### src/rtl/fns_pkg.sv
// Shared helpers for the Fibonacci-numeral-system decoder: digit weights,
// exact sum width and a configuration sanity check.
package fns_pkg;

  // w[0]=1, w[1]=2, w[i]=w[i-1]+w[i-2]
  function automatic int unsigned fns_weight(input int unsigned i);
    int unsigned a;
    int unsigned b;
    int unsigned t;
    a = 1;
    b = 2;
    for (int unsigned k = 0; k < i; k++) begin
      t = a + b;
      a = b;
      b = t;
    end
    return a;
  endfunction

  // The all-ones codeword sums to w[cw+1]-2, so this width never truncates.
  function automatic int unsigned fns_sum_width(input int unsigned cw);
    return $clog2(fns_weight(cw + 1) - 1);
  endfunction

  function automatic bit fns_cfg_ok(input int unsigned cw, input int unsigned group,
                                    input int unsigned dw);
    return (cw >= 2) && (group >= 1) && ((cw % group) == 0) && (dw >= 1);
  endfunction

endpackage

### src/rtl/fns_dec_pipe_if.sv
// Codeword-in / data-out stream pair of the FNS decoder, one shared handshake per side.
interface fns_dec_pipe_if #(
  parameter int LANES = 1,
  parameter int CW    = 16,
  parameter int DW    = 13
);
  logic                  in_valid;
  logic                  in_ready;
  logic [LANES*CW-1:0]   codein;
  logic                  out_valid;
  logic                  out_ready;
  logic [LANES*DW-1:0]   dataout;
  logic [LANES-1:0]      out_err;

  modport master (
    output in_valid, codein, out_ready,
    input  in_ready, out_valid, dataout, out_err
  );

  modport slave (
    input  in_valid, codein, out_ready,
    output in_ready, out_valid, dataout, out_err
  );
endinterface

### src/rtl/fns_partial_sum.sv
// Combinational weighted sum of GROUP consecutive codeword bits starting at bit BASE.
module fns_partial_sum
  import fns_pkg::*;
#(
  parameter int GROUP = 4,
  parameter int BASE  = 0,
  parameter int SW    = 13
) (
  input  logic [GROUP-1:0] bits,
  output logic [SW-1:0]    psum
);

  always_comb begin
    psum = '0;
    for (int i = 0; i < GROUP; i++) begin
      if (bits[i]) psum = psum + SW'(fns_weight(unsigned'(BASE + i)));
    end
  end

endmodule

### src/rtl/fns_dec_pipe.sv
// Two-stage streaming FNS decoder: S1 registers per-group partial sums, S2 registers
// the lane totals with overflow flags; a saturating counter tallies flagged lanes.
module fns_dec_pipe
  import fns_pkg::*;
#(
  parameter int CW    = 16,
  parameter int DW    = 13,
  parameter int LANES = 1,
  parameter int GROUP = 4,
  parameter int ECW   = 16
) (
  input  logic            clk,
  input  logic            rst_n,
  fns_dec_pipe_if.slave   bus,
  output logic [ECW-1:0]  err_cnt,
  input  logic            err_clr
);

  localparam int SW     = fns_sum_width(CW);
  localparam int NG     = CW / GROUP;
  localparam bit CFG_OK = fns_cfg_ok(CW, GROUP, DW);

  if (!CFG_OK) begin : g_cfg_check
    $error("fns_dec_pipe: CW must be >= 2 and a multiple of GROUP, DW must be >= 1");
  end

  function automatic logic [ECW-1:0] sat_add(input logic [ECW-1:0] cnt,
                                             input logic [LANES-1:0] flags);
    logic [ECW-1:0] r;
    r = cnt;
    for (int k = 0; k < LANES; k++) begin
      if (flags[k] && (r != '1)) r = r + 1'b1;
    end
    return r;
  endfunction

  logic [SW-1:0]        psum_p0   [LANES*NG];
  logic [SW-1:0]        psum_p1_d [LANES*NG];
  logic [SW-1:0]        psum_p1_q [LANES*NG];
  logic [SW-1:0]        total_p1  [LANES];
  logic [LANES*DW-1:0]  data_p1;
  logic [LANES-1:0]     err_p1;
  logic                 vld_p1_d, vld_p1_q;
  logic                 vld_p2_d, vld_p2_q;
  logic [LANES*DW-1:0]  data_p2_d, data_p2_q;
  logic [LANES-1:0]     err_p2_d, err_p2_q;
  logic [ECW-1:0]       err_cnt_d, err_cnt_q;
  logic                 in_ready, in_fire, out_fire, s2_load;

  // ---- S0: per-group weighted sums straight off the input bus
  for (genvar l = 0; l < LANES; l++) begin : g_lane
    for (genvar g = 0; g < NG; g++) begin : g_grp
      fns_partial_sum #(
        .GROUP (GROUP),
        .BASE  (g * GROUP),
        .SW    (SW)
      ) u_psum (
        .bits  (bus.codein[l*CW + g*GROUP +: GROUP]),
        .psum  (psum_p0[l*NG + g])
      );
    end
  end

  // ---- S1 -> S2: lane totals and overflow detection
  always_comb begin
    data_p1 = '0;
    for (int l = 0; l < LANES; l++) begin
      total_p1[l] = '0;
      for (int g = 0; g < NG; g++) total_p1[l] = total_p1[l] + psum_p1_q[l*NG + g];
      data_p1[l*DW +: DW] = DW'(total_p1[l]);
    end
  end

  if (DW < SW) begin : g_err
    always_comb begin
      err_p1 = '0;
      for (int l = 0; l < LANES; l++) err_p1[l] = |total_p1[l][SW-1:DW];
    end
  end else begin : g_no_err
    assign err_p1 = '0;
  end

  // S2 may refill in the same cycle it drains, which keeps a full pipe at 1 beat/clk.
  always_comb begin
    s2_load   = !vld_p2_q || bus.out_ready;
    in_ready  = !vld_p1_q || s2_load;
    in_fire   = bus.in_valid && in_ready;
    out_fire  = vld_p2_q && bus.out_ready;
    vld_p1_d  = in_fire || (vld_p1_q && !s2_load);
    vld_p2_d  = s2_load ? vld_p1_q : vld_p2_q;
    data_p2_d = data_p2_q;
    err_p2_d  = err_p2_q;
    if (s2_load && vld_p1_q) begin
      data_p2_d = data_p1;
      err_p2_d  = err_p1;
    end
    for (int i = 0; i < LANES*NG; i++) psum_p1_d[i] = in_fire ? psum_p0[i] : psum_p1_q[i];
    err_cnt_d = err_cnt_q;
    if (err_clr)       err_cnt_d = '0;
    else if (out_fire) err_cnt_d = sat_add(err_cnt_q, err_p2_q);
  end

  always_ff @(posedge clk) begin
    for (int i = 0; i < LANES*NG; i++) psum_p1_q[i] <= psum_p1_d[i];
  end

  always_ff @(posedge clk or negedge rst_n) begin
    if (!rst_n) begin
      vld_p1_q  <= 1'b0;
      vld_p2_q  <= 1'b0;
      data_p2_q <= '0;
      err_p2_q  <= '0;
      err_cnt_q <= '0;
    end else begin
      vld_p1_q  <= vld_p1_d;
      vld_p2_q  <= vld_p2_d;
      data_p2_q <= data_p2_d;
      err_p2_q  <= err_p2_d;
      err_cnt_q <= err_cnt_d;
    end
  end

  assign bus.in_ready  = in_ready;
  assign bus.out_valid = vld_p2_q;
  assign bus.dataout   = data_p2_q;
  assign bus.out_err   = err_p2_q;
  assign err_cnt       = err_cnt_q;

endmodule

### src/flat_wrapper.sv
// flat-port wrapper written by rule: the top's interface ports become plain ports
module fns_dec_pipe_flat import fns_pkg::*;
#(
  parameter int CW    = 16,
  parameter int DW    = 13,
  parameter int LANES = 1,
  parameter int GROUP = 4,
  parameter int ECW   = 16
)
  (clk, rst_n, err_cnt, err_clr, bus_in_valid, bus_codein, bus_out_ready, bus_in_ready, bus_out_valid, bus_dataout, bus_out_err);
  fns_dec_pipe_if #(.LANES(LANES), .CW(CW), .DW(DW)) bus_i ();
  input  logic clk;
  input  logic rst_n;
  output logic [ECW-1:0] err_cnt;
  input  logic err_clr;
  input wire logic [$bits(bus_i.in_valid)-1:0] bus_in_valid;
  input wire logic [$bits(bus_i.codein)-1:0] bus_codein;
  input wire logic [$bits(bus_i.out_ready)-1:0] bus_out_ready;
  output wire logic [$bits(bus_i.in_ready)-1:0] bus_in_ready;
  output wire logic [$bits(bus_i.out_valid)-1:0] bus_out_valid;
  output wire logic [$bits(bus_i.dataout)-1:0] bus_dataout;
  output wire logic [$bits(bus_i.out_err)-1:0] bus_out_err;
  assign bus_i.in_valid = bus_in_valid;
  assign bus_i.codein = bus_codein;
  assign bus_i.out_ready = bus_out_ready;
  assign bus_in_ready = bus_i.in_ready;
  assign bus_out_valid = bus_i.out_valid;
  assign bus_dataout = bus_i.dataout;
  assign bus_out_err = bus_i.out_err;
  fns_dec_pipe #(.CW(CW), .DW(DW), .LANES(LANES), .GROUP(GROUP), .ECW(ECW)) u_core (.clk(clk), .rst_n(rst_n), .bus(bus_i), .err_cnt(err_cnt), .err_clr(err_clr));
endmodule
### config.mk
export PLATFORM = sky130hd
export DESIGN_NAME = fns_dec_pipe_flat
export DESIGN_NICKNAME = d
export VERILOG_FILES = /design/src/rtl/fns_pkg.sv /design/src/rtl/fns_dec_pipe_if.sv /design/src/rtl/fns_partial_sum.sv /design/src/rtl/fns_dec_pipe.sv /design/src/flat_wrapper.sv
export SDC_FILE = /design/constraint.sdc
export NUM_CORES = 1
export LEC_CHECK = 0
export ABC_CLOCK_PERIOD_IN_PS = 2900
export CORE_UTILIZATION = 45
export CTS_CLUSTER_SIZE = 28
export DETAILED_ROUTE_END_ITERATION = 8
export HOLD_SLACK_MARGIN = 0.03
export PLACE_DENSITY = 0.75
export SLEW_MARGIN = 25
export SYNTH_ARGS = -nofsm -noshare
export SYNTH_HDL_FRONTEND = slang
export SYNTH_SLANG_ARGS = --single-unit
### constraint.sdc
create_clock -name clk -period 2.9 [get_ports clk]
set_input_delay 0.87 -clock clk [delete_from_list [all_inputs] [get_ports clk]]
set_output_delay 0.87 -clock clk [all_outputs]
set_load 0.02 [all_outputs]
==> run summary <==
Status - finished, violations left
Failing checks - setup timing
Ys flop type - edfxtp_1
Longest Clk Path Bufs - 2
Hold Vio Cnt, Final - 0
Hold crit path type - register to register
Slew headroom - 55.9%
Post-Synthesis Cell Area - 3930 sq um
GRT Util Overall - 17.1%
Clock sinks - 48
Routability cong. - 0.853
Final WL - 7210 microns
Total power - 0.00302 W
Vias in the first global route - 2814
CP Class - register to register
Synth async-reset ratio - 31.3%
IO buf count - 34
Avg Inst Size Synth - 9.72 sq um
DRT Pass-1 Iters - 4
# rows - 33
Worst setup SP type - register
Peak VDD IR - 0.244 mV
Num CTS Buffers - 5
Layout cell share with drive strength beyond 1 - 15.4%
First-pass GRT wire length - 12200 microns
Placed cells - 568
Worst-path fanout max - 3
CP endpoint kind - register
Via/cell ratio - 5.06
Root Buffer - clkbuf_8
Yosys Warn Count - 0
DRC violations left - 0
Worst setup margin - -0.0222 ns
Lkg Pwr - 2.17 nW
Nets - 548
EDFF count, synth - 33
GRT met3 Usage - 2.71%
Final setup fails - 1
Initial antenna violation count - 0
Starting density of the core - 47.1%
Diode count - 0
Die Y - 95.4 microns
Setup slack at placement - -0.462 ns
Top-level port count - 53
Fill count - 746
DR vias - 2924
Crit path time final - 2.92 ns
Hold-fix buffers, CTS - 0
Slew Limit Fails - 0
Slew at the pin closest to its max-slew limit - 0.659 ns
DP Wirelength - 5780 microns
Final Non-Filler Cells - 578
Req. time, crit path - 3.08 ns
Die area - 9100 sq um
Clk_skew - 0.00806 ns
Library cells used by synthesis - 57
GRT met2 Usage - 32.1%
Power per cell area - 636 nW/um^2
Final ANT Viol Nets - 0
Layout area overhead - 21.2%
CTS tree - yes
Met1 global-route usage - 19.8%
Synth Register Bits - 48
Layer with the highest usage - met2
Avg WL per Cell - 12.5 microns
Worst EP arrival - 3.11 ns
Cell count after synthesis - 404
Htree depth - 2
Iter 0 DRT Violations - 115
Max Fclk - 342 MHz
Die width - 95.4 microns
Seq/Total Area, Yosys - 34.8%
Final Cycle Share - 101%
Largest net degree at the start of global routing - 34
Clock transition at the registers of the reported paths - 0.09 ns
Worst skew pair latency - 0.30 ns
RSZ-0062 raised after global routing - yes
Core ar. - 8340 sq um
Overflow after GRT - 0
Max-cap violations - 0
==> stage by stage <==
stage | hold slack [ns] | setup TNS, ns | area, sq um | util (%)
2_1_floorplan | 0.471 | 0 | 3990 | -
3_3_place_gp | 0.460 | -1.11 | 4560 | 54.7
3_5_place_dp | 0.470 | -1.75 | 4560 | 54.7
4_1_cts | 0.492 | -0.0972 | 4730 | 56.7
5_1_grt | 0.513 | -0.565 | 4760 | 57.0
6_report | 0.486 | -0.0222 | 4760 | 57.0
==> area by class of cell <==
cell class	instances	area, sq um	share of cell area [%]
clock buffers	5	68.8	1.45
clock inverters	3	68.8	1.45
inverters	53	199	4.18
multi-input cells	291	2280	47.9
flip-flops and latches	48	1370	28.7
well taps	105	131	2.76
repair buffers	73	646	13.6
==> state kept, by name (all words and copies together) (netlist names) <==
| register | cells |
|---|---|
| u_core.psum_p1_q | 33 |
| u_core.vld_p1_q | 1 |
| u_core.bus.dataout | 13 |
| u_core.bus.out_valid | 1 |
==> final timing paths <==
path,start,endpoint,slack [ns],depth (start not counted)
worst max register to register,u_core.psum_p1_q[0][1]$_DFFE_PP_,u_core.bus.dataout[11]$_DFFE_PN0P_,-0.02,11
worst max-delay path,u_core.psum_p1_q[0][1]$_DFFE_PP_,u_core.bus.dataout[11]$_DFFE_PN0P_,-0.02,11
worst min register to register,u_core.bus.dataout[4]$_DFFE_PN0P_,u_core.bus.dataout[4]$_DFFE_PN0P_,0.49,2
min in group asynchronous,rst_n,u_core.bus.dataout[4]$_DFFE_PN0P_,0.96,1
max in group asynchronous,rst_n,u_core.vld_p1_q$_DFF_PN0_,1.51,1
worst min-delay path,u_core.bus.dataout[4]$_DFFE_PN0P_,u_core.bus.dataout[4]$_DFFE_PN0P_,0.49,2
==> per-layer routing <==
| metal | vias to the layer above | wire length [microns] |
|---|---|---|
| met5 | - | 0 |
| met1 | 1365 | 3180 |
| li1 | 1487 | - |
| met2 | 62 | 3740 |
| met4 | 0 | 82 |
| met3 | 10 | 215 |
==> critical path, stage by stage, from the launching register on <==
cell	delay [ns]
edfxtp_1	0.35
inv_2	0.05
fa_1	0.53
inv_1	0.05
fa_1	0.48
ha_2	0.19
inv_2	0.04
fa_2	0.36
nor2b_4	0.13
o31a_4	0.15
o221ai_4	0.11
a311o_1	0.37
==> cells in the final DEF, fill, tap and decap left out, drive strengths merged, types with 4 or more instances in the layout <==
cell	count
nor2b	4
xnor2	17
clkdlybuf4s50	31
nand3	6
clkbuf	5
conb	17
nor2	16
fa	11
a211oi	4
buf	39
ha	44
a21o	5
nand2b	7
and2	4
edfxtp	33
a31oi	7
dfrtp	15
mux2i	6
nand2	45
a21oi	10
o21ai	29
inv	54
xor2	12
o21a	4
==> synth_stat cells, types with 4 or more instances <==
cell	n	area share, %
a211oi_1	4	0.77
a21o_1	5	0.96
a21oi_1	10	1.3
a31oi_1	7	1.1
and2_1	4	0.64
buf_2	6	0.77
buf_4	19	3.6
dfrtp_1	15	9.6
edfxtp_1	33	25
fa_1	11	5.6
ha_1	44	14
inv_1	53	5.1
mux2i_1	6	1.5
nand2_1	45	4.3
nand2b_1	7	1.1
nand3_1	6	0.77
nor2_1	15	1.4
o21a_1	4	0.77
o21ai_0	22	2.8
o21ai_1	6	0.77
xnor2_1	17	3.8
xor2_1	11	2.5
==> logic make-up after synthesis <==
group / Yosys count / synth area share [%]
and+or+nand+nor: 98 / 12.2
AOI/OAI and AO/OA: 83 / 14.5
adders and majority gates: 55 / 19.6
DFF: 48 / 34.8
buffers and inverters: 81 / 9.75
other: 1 / 0.0955
muxes: 9 / 2.39
xor gates and xnor gates: 29 / 6.66
==> power by group <==
| group | internal (W) | switching, W | leakage (nW) |
|---|---|---|---|
| Sequential | 0.000882 | 0.0000585 | 0.497 |
| Clock | 0.000347 | 0.000237 | 0.0687 |
| Combinational | 0.000709 | 0.000789 | 1.60 |
| Total | 0.00194 | 0.00108 | 2.17 |
==> repair_timing <==
item / CTS / global route
pin swaps: 6 / 6
resized for setup: 11 / 8
setup buffers: 1 / 1
setup endpoints to repair: 8 / 9
Note: power is estimated with default switching activity, not from simulation.
